--- config.mk ---
export PLATFORM = sky130hd
export DESIGN_NAME = nrzi_deframer
export DESIGN_NICKNAME = d
export VERILOG_FILES = /design/src/rtl/nrzi_pkg.sv /design/src/rtl/nrzi_flag_window.sv /design/src/rtl/nrzi_deframer.sv
export SDC_FILE = /design/constraint.sdc
export NUM_CORES = 1
export LEC_CHECK = 0
export CORE_ASPECT_RATIO = 1.4
export CORE_MARGIN = 10
export CORE_UTILIZATION = 42
export DETAILED_ROUTE_END_ITERATION = 7
export PLACE_DENSITY = 0.61
export SLEW_MARGIN = 25
export SYNTH_ARGS = -nofsm -noshare
export SYNTH_HDL_FRONTEND = slang
export SYNTH_SLANG_ARGS = --single-unit
--- constraint.sdc ---
create_clock -name refclk -period 3 [get_ports refclk]
set_clock_uncertainty 0.2 [all_clocks]
set_input_delay 0.6 -clock refclk [delete_from_list [all_inputs] [get_ports refclk]]
set_output_delay 0.6 -clock refclk [all_outputs]
set_load 0.02 [all_outputs]
--- src/rtl/nrzi_pkg.sv ---
// Shared types and constants for the NRZI deframer.
package nrzi_pkg;

  typedef enum logic {
    HUNT   = 1'b0,
    LOCKED = 1'b1
  } state_t;

  // Frame flag in reception order. It reads the same in both directions,
  // so the shift direction of the window does not matter for detection.
  localparam logic [7:0] NRZI_FLAG = 8'b1000_0001;

  // Zero-run length after which the transmitter inserts a one.
  localparam int STUFF_RUN_DFLT = 5;

endpackage

--- src/rtl/nrzi_flag_window.sv ---
// Raw 8-bit receive window with per-bit valid mask and flag detection.
// A bit reaches the data path only after it has aged through the whole
// window, which guarantees that the flag bits never leak into payload.
module nrzi_flag_window
  import nrzi_pkg::*;
(
  input  logic refclk,
  input  logic reset_n,
  input  logic bit_valid,
  input  logic bit_in,
  input  logic mask_clr,
  output logic exit_bit,
  output logic exit_vld,
  output logic flag_hit
);

  logic [7:0] win;
  logic [7:0] mask;
  logic [7:0] win_nxt;

  assign win_nxt  = {win[6:0], bit_in};
  assign flag_hit = bit_valid && (win_nxt == NRZI_FLAG);
  assign exit_bit = win[7];
  assign exit_vld = mask[7];

  // Shift window and mask on each strobe; a flag or a drop to HUNT empties the mask.
  always_ff @(posedge refclk or negedge reset_n) begin
    if (!reset_n) begin
      win  <= '0;
      mask <= '0;
    end else if (bit_valid) begin
      win  <= win_nxt;
      mask <= (flag_hit || mask_clr) ? 8'h00 : {mask[6:0], 1'b1};
    end
  end

endmodule

--- src/rtl/nrzi_deframer.sv ---
// NRZI deframer: flag sync, destuffing, LSB-first byte assembly, framing errors.
module nrzi_deframer
  import nrzi_pkg::*;
#(
  parameter int MAX_LEN   = 64,
  parameter int STUFF_RUN = STUFF_RUN_DFLT
) (
  input  logic       refclk,
  input  logic       reset_n,
  input  logic       bit_valid,
  input  logic       bit_in,
  output logic [7:0] data,
  output logic       data_valid,
  output logic       sof,
  output logic       eof,
  output logic       err,
  output logic       locked
);

  localparam int BW = $clog2(MAX_LEN + 1);
  localparam int ZW = $clog2(STUFF_RUN + 1);

  state_t        state, state_nxt;
  logic [2:0]    bit_cnt, bit_cnt_nxt;
  logic [BW-1:0] byte_cnt, byte_cnt_nxt;
  logic [ZW-1:0] zrun, zrun_nxt;
  logic [7:0]    shreg, shreg_nxt;
  logic [7:0]    data_nxt;
  logic          dv_nxt, sof_nxt, eof_nxt, err_nxt;
  logic          to_hunt, mask_clr;
  logic          exit_bit, exit_vld, flag_hit;

  nrzi_flag_window u_win (
    .refclk    (refclk),
    .reset_n   (reset_n),
    .bit_valid (bit_valid),
    .bit_in    (bit_in),
    .mask_clr  (mask_clr),
    .exit_bit  (exit_bit),
    .exit_vld  (exit_vld),
    .flag_hit  (flag_hit)
  );

  // FSM state register.
  always_ff @(posedge refclk or negedge reset_n) begin
    if (!reset_n) state <= HUNT;
    else          state <= state_nxt;
  end

  // Next state and datapath: exiting bit is handled first, then the flag action.
  always_comb begin
    state_nxt    = state;
    bit_cnt_nxt  = bit_cnt;
    byte_cnt_nxt = byte_cnt;
    zrun_nxt     = zrun;
    shreg_nxt    = shreg;
    data_nxt     = data;
    dv_nxt       = 1'b0;
    sof_nxt      = 1'b0;
    eof_nxt      = 1'b0;
    err_nxt      = 1'b0;
    to_hunt      = 1'b0;
    mask_clr     = 1'b0;
    if (bit_valid) begin
      if (state == LOCKED && exit_vld) begin
        if (zrun == ZW'(STUFF_RUN)) begin
          // After a full zero run the next bit must be the inserted one.
          if (exit_bit) zrun_nxt = '0;
          else begin
            err_nxt = 1'b1;
            to_hunt = 1'b1;
          end
        end else begin
          zrun_nxt = exit_bit ? '0 : zrun + ZW'(1);
          shreg_nxt[bit_cnt] = exit_bit;
          if (bit_cnt == 3'd7) begin
            if (byte_cnt == BW'(MAX_LEN)) begin
              err_nxt = 1'b1;
              to_hunt = 1'b1;
            end else begin
              data_nxt     = shreg_nxt;
              dv_nxt       = 1'b1;
              sof_nxt      = (byte_cnt == '0);
              byte_cnt_nxt = byte_cnt + BW'(1);
              bit_cnt_nxt  = '0;
            end
          end else begin
            bit_cnt_nxt = bit_cnt + 3'd1;
          end
        end
      end
      if (to_hunt) begin
        state_nxt    = HUNT;
        bit_cnt_nxt  = '0;
        byte_cnt_nxt = '0;
        zrun_nxt     = '0;
        mask_clr     = 1'b1;
      end
      if (flag_hit) begin
        // Closing flag: clean end only if byte-aligned and something arrived.
        if (state_nxt == LOCKED) begin
          if (bit_cnt_nxt == '0 && byte_cnt_nxt != '0) eof_nxt = 1'b1;
          else if (bit_cnt_nxt != '0)                  err_nxt = 1'b1;
        end
        state_nxt    = LOCKED;
        bit_cnt_nxt  = '0;
        byte_cnt_nxt = '0;
        zrun_nxt     = '0;
      end
    end
  end

  // Datapath registers and registered output pulses.
  always_ff @(posedge refclk or negedge reset_n) begin
    if (!reset_n) begin
      bit_cnt    <= '0;
      byte_cnt   <= '0;
      zrun       <= '0;
      shreg      <= '0;
      data       <= '0;
      data_valid <= 1'b0;
      sof        <= 1'b0;
      eof        <= 1'b0;
      err        <= 1'b0;
    end else begin
      bit_cnt    <= bit_cnt_nxt;
      byte_cnt   <= byte_cnt_nxt;
      zrun       <= zrun_nxt;
      shreg      <= shreg_nxt;
      data       <= data_nxt;
      data_valid <= dv_nxt;
      sof        <= sof_nxt;
      eof        <= eof_nxt;
      err        <= err_nxt;
    end
  end

  // Output decode of the state register.
  always_comb begin
    locked = (state == LOCKED);
  end

endmodule

# ---- Yosys cells after proc, flatten, opt, wreduce, memory -nomap -nowiden
# Index checks and enable logic that the tools add are counted.
# W data, S select, Z words.
dict set report word_totals {
  in_bits 4
  elab_cells 91
  register_bits 50
  out_inout_bits 13
}
dict set report classes {
  reduce_logical 13
  addsub 3
  eq_ne 5
  n_mux 54
  n_bitwise 2
  n_lt_le_gt_ge 2
}
# op n
set op_table {}
lappend op_table {{$mux W7} 7}
lappend op_table {{$mux W3} 13}
lappend op_table {{$mux W1} 31}
lappend op_table {{$bwmux W8} 1}
lappend op_table {{$eq A8 B8 Y1 const B} 1}
lappend op_table {{$mux W8} 1}
lappend op_table {{$add A7 B1 Y7 const B} 1}
lappend op_table {{$eq A7 B7 Y1 const B} 1}
lappend op_table {{$logic_not A7 Y1} 1}
lappend op_table {{$reduce_bool A7 Y1} 1}
lappend op_table {{$add A3 B1 Y3 const B} 2}
lappend op_table {{$eq A3 B3 Y1 const B} 2}
lappend op_table {{$reduce_and A3 Y1} 2}
lappend op_table {{$reduce_bool A3 Y1} 2}
lappend op_table {{$reduce_and A5 Y1} 1}
lappend op_table {{$logic_and A1 B1 Y1} 4}
lappend op_table {{$lt A3 B4 Y1 const B} 1}
lappend op_table {{$ne A4 B1 Y1 const B} 1}
lappend op_table {{$demux W1 S3} 1}
lappend op_table {{$ge A3 B1 Y1 const B} 1}
lappend op_table {{$logic_not A3 Y1} 1}
lappend op_table {{$not A1 Y1} 2}
lappend op_table {{$logic_or A1 B1 Y1} 1}

# ---- Logic depth before layout (Yosys ltp)
# Gate-level depths: netlist (run 1).
dict set report depth {
  word_depth 14
  ltp_mapped 10
  ltp_nobuf 7
}

# ---- Hierarchy
# From an unflattened synthesis (run 1), not the netlist that was laid out.
dict set report unflattened {
  hier_cells 257
  hier_area_um2 2626.3
}
# mod seq_area_each_um2 instances area_each_um2 cells_per_inst
set modules_own_cells {}
lappend modules_own_cells {nrzi_deframer 850.8 1 1969.4 203}
lappend modules_own_cells {nrzi_flag_window 400.4 1 656.9 54}

# ---- Least setup slack after synthesis (run 1)
# OpenSTA, ideal clock, no wires.
dict set report synth_path {
  path_type {reg-to-reg}
  start {reg bit_cnt[0]}
  end {reg eof}
  setup_ps 142
  required_time_ps 2658
  period_less_slack_ps 2207
  n_path_buf 0
  arrival_time_ps 1865
  stages_incl_launch_ff 8
  path_slack_ps 793
  path_cell_list {dfrtp_1 > ha_1 > ha_1 > and4_1 > and3_1 > or4b_1 > a32oi_1 > a41oi_1}
}
dict set report synth_between {
  elab_chain_len 13
  word_cells_on_any_way 26
  cone_classes {add/sub: 1; eq/ne: 1; mux: 21; reduce/logical: 3}
}
# element line_no
set synth_rtl {}
lappend synth_rtl {{from (decl)} nrzi_deframer.sv:24} ;# logic [2:0] bit_cnt, bit_cnt_nxt;
lappend synth_rtl {{from (signal assigned)} nrzi_deframer.sv:126} ;# bit_cnt <= bit_cnt_nxt;
lappend synth_rtl {{$eq A3 B3 Y1} nrzi_deframer.sv:76} ;# if (bit_cnt == 3'd7) begin
lappend synth_rtl {{$mux W1} nrzi_deframer.sv:76}
lappend synth_rtl {{$mux W1} nrzi_deframer.sv:66} ;# if (zrun == ZW'(STUFF_RUN)) begin
lappend synth_rtl {{$mux W1} nrzi_deframer.sv:65} ;# if (state == LOCKED && exit_vld) begin
lappend synth_rtl {{$mux W1} nrzi_deframer.sv:64} ;# if (bit_valid) begin
lappend synth_rtl {{$mux W7 or $mux W3 (tied branches)} nrzi_deframer.sv:92} ;# if (to_hunt) begin
lappend synth_rtl {{$mux W7 or $mux W3 (tied branches)} nrzi_deframer.sv:64}
lappend synth_rtl {{$reduce_bool A7 Y1 or $logic_not A3 Y1 (tied branches)} nrzi_deframer.sv:102} ;# if (bit_cnt_nxt == '0 && byte_cnt_nxt != '0) eof_nxt = 1'b1;
lappend synth_rtl {{$logic_and A1 B1 Y1} nrzi_deframer.sv:102}
lappend synth_rtl {{$mux W1} nrzi_deframer.sv:102}
lappend synth_rtl {{$mux W1 *} nrzi_deframer.sv:101} ;# if (state_nxt == LOCKED) begin
lappend synth_rtl {{$mux W1 *} nrzi_deframer.sv:99} ;# if (flag_hit) begin
lappend synth_rtl {{$mux W1 *} nrzi_deframer.sv:64}
lappend synth_rtl {{via eof_nxt} nrzi_deframer.sv:29} ;# logic dv_nxt, sof_nxt, eof_nxt, err_nxt;
lappend synth_rtl {{to (signal assigned)} nrzi_deframer.sv:133} ;# eof <= eof_nxt;
lappend synth_rtl {{to (decl)} nrzi_deframer.sv:15} ;# output logic eof,
# The timed path passes the listed nets; every way through them passes the cells marked *. The select of a mux whose other input is x is not followed.
# A chain may end at the register's enable or synchronous reset.

# ---- Worst setup path in the final report (run 1)
# Same ends and word-level chain as after synthesis.

==> summary.txt, run 1 <==
Filler Cells Inserted: 559
Clk_lat worst skew: 0.30 ns
DP Wirelength: 3.934 mm
Most frequently used cell type in the post-synthesis netlist: sky130_fd_sc_hd__dfrtp_1
Maximum frequency from static timing analysis: 0.3787 GHz
Total setup violations reported at the end of the flow: 0
CTS sink count: 50
Placeable core region: 5863 sq um
Nature of the critical path startpoint: flop
Number of nets produced by synthesis: 251
WL final: 5.404 mm
Number of hold violations in the final report: 0
Min Clock Period, post-route: 2.641 ns
Synthesized area per cell: 10.49 sq um
Share of cells above drive strength 1: 15.27%
Post-CTS setup buffer count: 0
Wire length of the first global-routing pass: 9.121 mm
Sum of met2 wire segment lengths after detailed routing: 2.808 mm
Antenna violation net count after detailed routing: 0
Result of the run: completed
MaxCap Viol Count: 0
Remaining global-route overflow: 0
CTS Root Cell: sky130_fd_sc_hd__clkbuf_8
Setup repair after global routing missed its margin: no
H-tree depth: 2
Final-layout setup total negative slack: 0 ns
Remaining DRCs: 0
Overall die width: 85.58 microns
Topmost layer with routed signal wires: met4
List of most frequent post-synthesis cells: 50 x sky130_fd_sc_hd__dfrtp_1, 23 x sky130_fd_sc_hd__nand2_1, 20 x sky130_fd_sc_hd__nor2_1
Post-synth top flop: sky130_fd_sc_hd__dfrtp_1
Peak supply drop: 0.4602 mV
Number of instances in the placed design: 324
Site row count: 33
Static leakage: 1.268 nW
Antenna diode count: 0
Floorplan die area: 9568 sq um
Count of buffers from port buffering: 16
Worst-case setup slack after placement: 0.3677 ns
TritonCTS clock tree: yes
Number of cells upsized or downsized after cts: 0
Slew Limit Fails: 0
Post-layout instance count excluding filler cells: 332
Count of flip-flops with a built-in enable after synthesis: 0
Sequential area share after synthesis: 49.48%
First DRT Iteration DRCs: 104
Crit path required time: 2.98 ns
Endpoint kind of the worst setup timing path: flop
Gate Count Post-Synth: 241
Cell variety after synth: 47
Clock transition at the registers of the reported paths: 0.09 ns
Routed length on met1: 2.291 mm
Initial antenna violation count: 0
Clock Path Buffers: 2
Async set-or-reset flop fraction in the synthesized netlist: 100.0%
Number of top-level pins: 17
Area overhead of the layout relative to synthesis: 15.29%
Share of Yosys cell area claimed by the top area cell type: 49.48%
Largest net degree at the start of global routing: 27
Worst-case setup margin in the final layout: 0.3592 ns
Pin slew with the least headroom to its limit: 0.6000 ns
Most area-consuming cells after synthesis: sky130_fd_sc_hd__dfrtp_1 49%, sky130_fd_sc_hd__mux2_2 7.6%, sky130_fd_sc_hd__o2bb2ai_1 3.5%
1st-pass router iterations: 4
Vias in the first global route: 1898
Net count reported at finish: 271
Critical Path AT: 2.62 ns
Number of buffers inserted during clock tree synthesis: 5
Relative slew slack: 60.00%
GRT Overall Usage: 11.32%
Number of register bits inferred by synthesis: 50
Total power divided by cell area: 605.5 nW/um^2
Critical path class: reg2reg
Maximum fanout count along the critical path: 11
Routed length on met3: 207 microns
Detail-routed net length per standard cell: 16.28 microns
Overall via count from detail_route: 1886
Routability congestion estimate: 0.9190
Largest area contributor in the netlist: sky130_fd_sc_hd__dfrtp_1
Average via count per standard cell: 5.681
Vertical extent of the die: 111.8 microns
Min-delay worst type: in2async
Initial standard-cell utilization of the core: 43.13%
Number of hold buffers added after CTS: 0
Number of warnings reported in the yosys synthesis log: 0
Final cycle utilization of the critical path: 88.03%
Post-Syn Area: 2529 sq um
layer usage:
layer / up-vias / GRT usage [%]
li1: 921 / -
met1: 923 / 13.00
met2: 36 / 19.49
met3: 6 / 2.699
met4: 0 / 4.405
met5: - / 0
worst max-delay path, stage by stage (launching register included):
cell and delay, ns:
sky130_fd_sc_hd__dfrtp_1 0.47, sky130_fd_sc_hd__ha_1 0.24, sky130_fd_sc_hd__ha_1 0.32, sky130_fd_sc_hd__and4_1 0.27, sky130_fd_sc_hd__and3_1 0.21, sky130_fd_sc_hd__or4b_1 0.47, sky130_fd_sc_hd__a32oi_1 0.20, sky130_fd_sc_hd__a41oi_1 0.13
flip-flops by register name, indices dropped and copies added (netlist names):
name / flops
data: 8
shreg: 8
u_win.mask: 8
u_win.win: 8
byte_cnt: 7
bit_cnt: 3
zrun: 3
data_valid: 1
eof: 1
err: 1
locked: 1
sof: 1
stage by stage:
| stage | utilization [%] | power (mW) | hold slack [ns] | cell area, sq um |
|---|---|---|---|---|
| final | 49.72 | 1.765 | 0.09244 | 2915 |
| after global routing | 49.72 | 1.880 | 0.1235 | 2915 |
| after detailed placement | 47.84 | 1.312 | 0.2742 | 2805 |
| after floorplan | - | 1.173 | 0.1044 | 2529 |
| after global placement | 47.84 | 1.304 | 0.2732 | 2805 |
| after CTS | 49.72 | 1.789 | 0.1034 | 2915 |
worst paths after layout:
path                                                start                        end  slack (ns)  cells after the start
worst max-delay path               bit_cnt[0]$_DFFE_PN0P_              eof$_DFF_PN0_        0.36                      7
worst min-delay path                              reset_n   u_win.win[0]$_DFFE_PN0P_        0.09                      1
worst max register to register     bit_cnt[0]$_DFFE_PN0P_              eof$_DFF_PN0_        0.36                      7
worst min register to register  u_win.mask[4]$_DFFE_PN0P_  u_win.mask[4]$_DFFE_PN0P_        0.30                      1
max in group asynchronous                         reset_n    byte_cnt[2]$_DFFE_PN0P_        1.97                      2
min in group refclk             u_win.mask[4]$_DFFE_PN0P_  u_win.mask[4]$_DFFE_PN0P_        0.30                      1
placed cells by master (no fill, tap or decap), types with 4 or more instances in the layout:
cell                              Yosys  routed
sky130_fd_sc_hd__dfrtp_1             50      50
sky130_fd_sc_hd__nand2_1             23      23
sky130_fd_sc_hd__nor2_1              20      20
sky130_fd_sc_hd__mux2_2              17      17
sky130_fd_sc_hd__clkdlybuf4s50_1      0      15
sky130_fd_sc_hd__a21oi_1             13      13
sky130_fd_sc_hd__nor3_1              10      10
sky130_fd_sc_hd__o2bb2ai_1           10      10
sky130_fd_sc_hd__nand3_1              9       9
sky130_fd_sc_hd__buf_4                0       9
sky130_fd_sc_hd__mux2i_1              8       8
sky130_fd_sc_hd__inv_1                6       6
sky130_fd_sc_hd__ha_1                 6       6
sky130_fd_sc_hd__clkbuf_8             0       5
sky130_fd_sc_hd__nand2b_1             4       4
sky130_fd_sc_hd__a21o_1               4       4
where the power goes:
| group | total (mW) | internal, mW | leakage, nW | switching (mW) |
|---|---|---|---|---|
| Combinational | 0.437 | 0.198 | 0.559 | 0.239 |
| Sequential | 0.857 | 0.773 | 0.657 | 0.0841 |
| Clock | 0.471 | 0.249 | 0.0514 | 0.222 |
final cells by class:
class	count	area [sq um]	area share, %
multi-input cells	171	1197	41.07
repair buffers	26	242.7	8.326
inverters	7	26.28	0.9013
clock buffers	6	72.57	2.489
flip-flops and latches	50	1251	42.92
clock inverters	2	37.54	1.288
well taps	70	87.58	3.004
kinds of logic after synthesis:
group           after synthesis  share of synthesized area (%)
flops                        50                          49.48
mux                          25                          10.74
buf+inv                      20                          3.166
fa+ha+maj                     6                          2.969
compound gates               53                          15.74
simple gates                 86                          17.57
xor+xnor                      1                         0.3464
Power figures use the tool's default switching activity.
==> run 2, diff against run 1 <==
--- a/config.mk
+++ b/config.mk
@@ -9,7 +9,7 @@
 export CORE_MARGIN = 10
 export CORE_UTILIZATION = 42
 export DETAILED_ROUTE_END_ITERATION = 7
-export PLACE_DENSITY = 0.61
+export PLACE_DENSITY = 0.63
 export SLEW_MARGIN = 25
 export SYNTH_ARGS = -nofsm -noshare
 export SYNTH_HDL_FRONTEND = slang
==> constraint.sdc (replaced) <==
create_clock -name refclk -period 2.35 [get_ports refclk]
set_clock_uncertainty 0.2 [all_clocks]
set_input_delay 0.47 -clock refclk [delete_from_list [all_inputs] [get_ports refclk]]
set_output_delay 0.47 -clock refclk [all_outputs]
set_load 0.02 [all_outputs]
==> summary.txt, run 2 (synthesized netlist as in run 1, its figures left out) <==
Routed length on met3: 243 microns (+17%)
Share of cells above drive strength 1: 21.51% (+6.2 points)
MaxCap Viol Count: 0 (unchanged)
Min Clock Period, post-route: 2.317 ns (-0.3234 ns)
Floorplan die area: 9568 sq um (unchanged)
Critical Path AT: 2.29 ns (-0.33 ns)
Net Sw Power: 0.7228 mW (+33%)
Static leakage: 1.340 nW (+5.7%)
Sequential cell fraction of total power: 48.9% (+0.4 points)
Number of hold buffers added after CTS: 0 (unchanged)
Overall via count from detail_route: 1987 (+5.4%)
Placeable core region: 5863 sq um (unchanged)
Maximum frequency from static timing analysis: 0.4315 GHz (+14%)
Antenna diode count: 0 (unchanged)
Share of total power in combinational logic: 29.4% (+4.6 points)
1st-pass router iterations: 4 (unchanged)
Vertical extent of the die: 111.8 microns (unchanged)
H-tree depth: 2 (unchanged)
Clock transition at the registers of the reported paths: 0.10 ns (about the same)
Relative slew slack: 57.83% (-2.2 points)
GRT Overall Usage: 12.13% (+0.81 points)
CTS sink count: 50 (unchanged)
R2R setup slack: 0.03 ns (-0.33 ns)
Overall die width: 85.58 microns (unchanged)
Setup repair after global routing missed its margin: no
Count of buffers from port buffering: 16 (unchanged)
Leading cell type in the layout, fill and taps excluded: sky130_fd_sc_hd__dfrtp_1
Clk_lat worst skew: 0.31 ns (about the same)
Slew Limit Fails: 0 (unchanged)
Post-layout instance count excluding filler cells: 349 (+5.1%)
Final cycle utilization of the critical path: 98.61% (+11 points)
Sum of met2 wire segment lengths after detailed routing: 3.030 mm (+7.9%)
Number of hold violations in the final report: 0 (unchanged)
Detail-routed net length per standard cell: 16.60 microns (+2.0%)
Total power divided by cell area: 731.6 nW/um^2 (+21%)
Number of buffers inserted during clock tree synthesis: 5 (unchanged)
Pin slew with the least headroom to its limit: 0.6325 ns (+0.03250 ns)
Vias in the first global route: 1959 (+3.2%)
Total setup violations reported at the end of the flow: 0 (unchanged)
CTS Root Cell: sky130_fd_sc_hd__clkbuf_8
Largest net degree at the start of global routing: 51 (+89%)
Post-layout power: 2.228 mW (+26%)
Worst-case setup slack after placement: -0.05711 ns (-0.4248 ns)
Site row count: 33 (unchanged)
Top library cells by usage in the layout, fill and taps aside: 50 x sky130_fd_sc_hd__dfrtp_1, 27 x sky130_fd_sc_hd__buf_4, 23 x sky130_fd_sc_hd__nand2_1
Number of instances in the placed design: 341 (+5.2%)
Maximum fanout count along the critical path: 2 (-9)
WL final: 5.795 mm (+7.2%)
Clock network power share: 21.7% (-5.0 points)
DP Wirelength: 4.307 mm (+9.5%)
Routed length on met1: 2.352 mm (+2.7%)
Antenna violation net count after detailed routing: 0 (unchanged)
Net count reported at finish: 289 (+6.6%)
Area overhead of the layout relative to synthesis: 20.44%
Min-delay worst type: in2async
Remaining DRCs: 0 (unchanged)
Switching Fraction: 32.44% (+1.5 points)
Initial antenna violation count: 0 (unchanged)
Clock Path Buffers: 2 (unchanged)
TritonCTS clock tree: yes
Peak supply drop: 0.5077 mV (+10%)
Wire length of the first global-routing pass: 9.611 mm (+5.4%)
Average via count per standard cell: 5.693 (+0.22%)
Nature of the critical path startpoint: flop
Critical path class: reg2reg
Crit path required time: 2.32 ns (-0.66 ns)
Number of top-level pins: 17 (unchanged)
Endpoint kind of the worst setup timing path: flop
Worst-case setup margin in the final layout: 0.03262 ns (-0.3266 ns)
Internal: 1.505 mW (+23%)
Result of the run: completed
Topmost layer with routed signal wires: met4
Remaining global-route overflow: 0 (unchanged)
Initial standard-cell utilization of the core: 43.13% (unchanged)
First DRT Iteration DRCs: 151 (+45%)
Routability congestion estimate: 0.8571 (-6.7%)
## run 2: what timing repair did
action | CTS | global route
gates resized for setup | 1 | 4
setup buffers | 0 | 1
pin swaps | 1 | 4
endpoints found under the setup margin | 1 | 4
endpoints found under the hold margin | 0 | 0
## run 2: final timing paths
kind                                                   to                      start  cells past startpoint
worst max-delay path                        eof$_DFF_PN0_     bit_cnt[1]$_DFFE_PN0P_                      7
worst max register to register              eof$_DFF_PN0_     bit_cnt[1]$_DFFE_PN0P_                      7
max in group asynchronous                   sof$_DFF_PN0_                    reset_n                      2
worst min-delay path             u_win.win[0]$_DFFE_PN0P_                    reset_n                      2
min in group refclk             u_win.mask[1]$_DFFE_PN0P_  u_win.mask[1]$_DFFE_PN0P_                      1
worst min register to register  u_win.mask[1]$_DFFE_PN0P_  u_win.mask[1]$_DFFE_PN0P_                      1
## run 2: through the flow
stage          util, %  hold slack (ns)  cell area (sq um)  setup TNS [ns]
2_1_floorplan        -         -0.02559               2529               0
3_3_place_gp     50.02           0.2699               2933         -0.1068
3_5_place_dp     50.02           0.2737               2933         -0.2487
4_1_cts          51.43          0.08381               3015               0
5_1_grt          51.94           0.1008               3045               0
6_report         51.94          0.05699               3045               0
## run 2: power groups by stage
stage / registers, mW / clock network [mW] / logic, mW
global placement: 1.10 / 0 / 0.611
global route: 1.11 / 0.539 / 0.724
detailed placement: 1.10 / 0 / 0.629
finish: 1.09 / 0.483 / 0.655
floorplan: 1.09 / 0 / 0.408
CTS: 1.09 / 0.498 / 0.637
## run 2: layout make-up
class	instances	area (sq um)
Clock buffer	6	72.57
Clock inverter	1	7.507
Fill cell	538	2818
Inverter	7	26.28
Multi-Input combinational cell	171	1222
Sequential cell	50	1251
Tap cell	70	87.58
Timing Repair Buffer	44	377.9
## run 2: layer usage
metal / GRT usage [%] / vias to the layer above
li1: - / 954
met1: 13.22 / 975
met2: 21.84 / 45
met3: 2.845 / 13
met4: 4.515 / 0
met5: 0 / -
## run 2: critical path, stage by stage (launching register included)
cell and delay (ns):
sky130_fd_sc_hd__dfrtp_1 0.39, sky130_fd_sc_hd__ha_2 0.22, sky130_fd_sc_hd__ha_4 0.16, sky130_fd_sc_hd__and4_1 0.19, sky130_fd_sc_hd__and3_1 0.19, sky130_fd_sc_hd__or4b_1 0.47, sky130_fd_sc_hd__a32oi_1 0.24, sky130_fd_sc_hd__a41oi_1 0.14
==> run 3, diff against run 2 <==
--- a/config.mk
+++ b/config.mk
@@ -13,4 +13,5 @@
 export SLEW_MARGIN = 25
 export SYNTH_ARGS = -nofsm -noshare
 export SYNTH_HDL_FRONTEND = slang
+export SYNTH_HIERARCHICAL = 1
 export SYNTH_SLANG_ARGS = --single-unit
==> summary.txt, run 3 <==
Static leakage: 1.393 nW (+3.9%)
TritonCTS clock tree: yes
Critical path class: reg2reg
Core Util, Final: 49.88% (-2.1 points)
First DRT Iteration DRCs: 63 (-58%)
Maximum frequency from static timing analysis: 0.4433 GHz (+2.7%)
Post-Syn Area: 2626 sq um (+3.9%)
Maximum fanout count along the critical path: 6 (+4)
Critical Path Max Stage Delay: 0.51 ns (+0.04 ns)
Filler Cells Inserted: 557 (+3.5%)
Remaining DRCs: 0 (unchanged)
Area overhead of the layout relative to synthesis: 17.15%
Post-layout instance count excluding filler cells: 364 (+4.3%)
Detail-routed net length per standard cell: 14.69 microns (-12%)
Min-delay worst type: reg2reg
Most area-consuming cells after synthesis: sky130_fd_sc_hd__dfrtp_1 48%, sky130_fd_sc_hd__mux2_2 6.9%, sky130_fd_sc_hd__nand2_1 5.3%
Endpoint kind of the worst setup timing path: flop
Critical Path AT: 2.28 ns (about the same)
Placed standard-cell area: 2969 sq um (+1.2%)
Total setup violations reported at the end of the flow: 0 (unchanged)
Share of cells above drive strength 1: 21.58% (+0.070 points)
Post-synth top flop: sky130_fd_sc_hd__dfrtp_1
Relative slew slack: 61.66% (+3.8 points)
Net count reported at finish: 301 (+4.2%)
Remaining global-route overflow: 0 (unchanged)
Clock transition at the registers of the reported paths: 0.09 ns (about the same)
Most frequently used cell type in the post-synthesis netlist: sky130_fd_sc_hd__dfrtp_1
Post-CTS setup buffer count: 0 (unchanged)
Floorplan die area: 9861 sq um (+3.1%)
Slew Limit Fails: 0 (unchanged)
Top cell family by delay on the critical path: simple AND/OR/NAND/NOR gates
Average via count per standard cell: 5.385 (-5.4%)
Gate Count Post-Synth: 257 (+6.6%)
Internal: 1.319 mW (-12%)
Final cycle utilization of the critical path: 96.00% (-2.6 points)
Vias in the first global route: 1945 (-0.71%)
CTS sink count: 50 (unchanged)
Largest net degree at the start of global routing: 42 (-18%)
Sequential cell fraction of total power: 53.6% (+4.7 points)
Sequential area share after synthesis: 47.64% (-1.8 points)
Async set-or-reset flop fraction in the synthesized netlist: 100.0% (unchanged)
Number of warnings reported in the yosys synthesis log: 6 (+6)
Worst-case setup slack after placement: -0.09988 ns (-0.04277 ns)
Largest area contributor in the netlist: sky130_fd_sc_hd__dfrtp_1
Crit path required time: 2.37 ns (+0.05 ns)
Number of hold violations in the final report: 0 (unchanged)
Clock Path Buffers: 2 (unchanged)
Number of instances in the placed design: 355 (+4.1%)
Initial standard-cell utilization of the core: 42.58% (-0.55 points)
Number of buffers inserted during clock tree synthesis: 5 (unchanged)
List of most frequent post-synthesis cells: 50 x sky130_fd_sc_hd__dfrtp_1, 37 x sky130_fd_sc_hd__nand2_1, 16 x sky130_fd_sc_hd__inv_1, 16 x sky130_fd_sc_hd__mux2_2, 12 x sky130_fd_sc_hd__o21ai_0
Pin slew with the least headroom to its limit: 0.5691 ns (-0.06348 ns)
Net Sw Power: 0.5652 mW (-22%)
1st-pass router iterations: 4 (unchanged)
Count of buffers from port buffering: 16 (unchanged)
Result of the run: completed
Clock network power share: 26.8% (+5.1 points)
Hold Slack: 0.2769 ns (+0.2199 ns)
Clk_lat worst skew: 0.31 ns (about the same)
Initial antenna violation count: 0 (unchanged)
Overall via count from detail_route: 1960 (-1.4%)
Number of top-level pins: 17 (unchanged)
Antenna diode count: 0 (unchanged)
Number of register bits inferred by synthesis: 50 (unchanged)
Share of Yosys cell area claimed by the top area cell type: 47.64% (-1.8 points)
Top library cells by usage in the layout, fill and taps aside: 50 x sky130_fd_sc_hd__dfrtp_1, 37 x sky130_fd_sc_hd__nand2_1, 24 x sky130_fd_sc_hd__buf_4
Routability congestion estimate: 0.8624 (+0.62%)
Summed area of non-filler cells in the final layout: 3077 sq um (+1.0%)
Peak supply drop: 0.4105 mV (-19%)
Worst-path cell chain: ha_1, and2_2, nor2_2, buf_4, nand4_1, or4_1, o221ai_1
Share of total power in combinational logic: 19.7% (-9.7 points)
CTS Root Cell: sky130_fd_sc_hd__clkbuf_8
Worst-case setup margin in the final layout: 0.09410 ns (+0.06148 ns)
Site row count: 34 (+3.0%)
DP Wirelength: 4.003 mm (-7.1%)
Nature of the critical path startpoint: flop
Number of nets produced by synthesis: 267 (+6.4%)
Buffers & Inverters on Critical Path: 1 (+1)
Min Clock Period, post-route: 2.256 ns (-0.06148 ns)
GRT Overall Usage: 11.23% (-0.90 points)
WL final: 5.346 mm (-7.7%)
Wire length of the first global-routing pass: 9.025 mm (-6.1%)
Overall die width: 86.83 microns (+1.5%)
Count of flip-flops with a built-in enable after synthesis: 0 (unchanged)
Cell variety after synth: 51 (+8.5%)
Placeable core region: 6168 sq um (+5.2%)
Antenna violation net count after detailed routing: 0 (unchanged)
Switching Fraction: 29.99% (-2.4 points)
MaxCap Viol Count: 0 (unchanged)
Vertical extent of the die: 113.6 microns (+1.6%)
Leading cell type in the layout, fill and taps excluded: sky130_fd_sc_hd__dfrtp_1
Crit-path slowest cell: sky130_fd_sc_hd__or4_1
Synthesized area per cell: 10.22 sq um (-2.6%)
Total power divided by cell area: 612.4 nW/um^2 (-16%)
H-tree depth: 2 (unchanged)
[run 3: cell count changes after synthesis, moves of 3 or more]
cell                        delta
sky130_fd_sc_hd__nand2_1      +14
sky130_fd_sc_hd__nand3_1       -5
sky130_fd_sc_hd__nor3b_1       +4
sky130_fd_sc_hd__nand3b_1      -3
sky130_fd_sc_hd__nor2_1        -9
sky130_fd_sc_hd__a21oi_1      -12
sky130_fd_sc_hd__o22ai_1       +7
sky130_fd_sc_hd__o21ai_0       +9
sky130_fd_sc_hd__o2bb2ai_1     -4
sky130_fd_sc_hd__buf_6         +5
sky130_fd_sc_hd__clkbuf_1      -3
sky130_fd_sc_hd__nand4_1       +5
sky130_fd_sc_hd__inv_1        +10
[run 3: logic make-up (layout without fill, tap and decap cells)]
logic type | count (synthesis) | after routing | share of synthesized area [%]
adder cells (fa/ha/maj) | 6 | 6 | 2.858
flip-flops | 50 | 50 | 47.64
buffers and inverters | 32 | 67 | 6.336
multiplexers | 25 | 25 | 10.48
AND/OR/NAND/NOR | 95 | 95 | 18.77
AO/OA/AOI/OAI | 47 | 47 | 13.24
XOR/XNOR | 2 | 2 | 0.6671
[run 3: timing repair]
item | in CTS | in global routing
endpoints found under the hold margin | 9 | 0
endpoints found under the setup margin | 0 | 13
hold buffers | 1 | 0
gates resized for setup | 0 | 4
[run 3: power by group through the flow]
| stage | sequential (mW) | combinational (mW) | clock (mW) |
|---|---|---|---|
| global placement | 1.02 | 0.365 | 0 |
| global route | 1.02 | 0.424 | 0.550 |
| detailed placement | 1.03 | 0.372 | 0 |
| CTS | 1.01 | 0.373 | 0.521 |
| floorplan | 1.01 | 0.266 | 0 |
| finish | 1.01 | 0.371 | 0.504 |
[run 3: final timing paths]
kind	startpoint	endpoint	cells past startpoint	slack [ns]
worst min-delay path	byte_cnt[6]$_DFFE_PN0P_	sof$_DFF_PN0_	1	0.28
worst max register to register	zrun[0]$_DFFE_PN0P_	byte_cnt[5]$_DFFE_PN0P_	7	0.09
max in group asynchronous	reset_n	byte_cnt[1]$_DFFE_PN0P_	3	1.09
worst max-delay path	zrun[0]$_DFFE_PN0P_	byte_cnt[5]$_DFFE_PN0P_	7	0.09
min in group asynchronous	reset_n	eof$_DFF_PN0_	2	0.37
worst min register to register	byte_cnt[6]$_DFFE_PN0P_	sof$_DFF_PN0_	1	0.28
[run 3: layout make-up]
class	instances	area [sq um]	share of cell area (%)
clock inverters	2	13.76	0.4473
inverters	17	63.81	2.074
well taps	72	90.09	2.928
clock buffers	6	72.57	2.359
multi-input cells	175	1220	39.65
flip-flops and latches	50	1251	40.67
repair buffers	42	365.4	11.87
[run 3: layer usage]
metal | global-route usage, % | vias to the layer above | routed length (microns)
li1 | - | 979 | -
met1 | 12.12 | 947 | 2271
met2 | 20.14 | 27 | 2769
met3 | 2.568 | 7 | 210
met4 | 4.767 | 0 | 95
met5 | 0 | - | 0
[run 3: stage by stage]
stage	setup TNS, ns	power [mW]
after global placement	-0.1283	1.389
after floorplan	0	1.276
after detailed placement	-0.4333	1.398
final	0	1.884
after CTS	0	1.903
after global routing	-0.01364	1.993
[run 3: worst register-to-register path, cell delays in order (launching register included)]
cell and delay [ns]:
sky130_fd_sc_hd__dfrtp_1 0.42, sky130_fd_sc_hd__ha_1 0.24, sky130_fd_sc_hd__and2_2 0.25, sky130_fd_sc_hd__nor2_2 0.15, sky130_fd_sc_hd__buf_4 0.15, sky130_fd_sc_hd__nand4_1 0.16
sky130_fd_sc_hd__or4_1 0.51, sky130_fd_sc_hd__o221ai_1 0.09
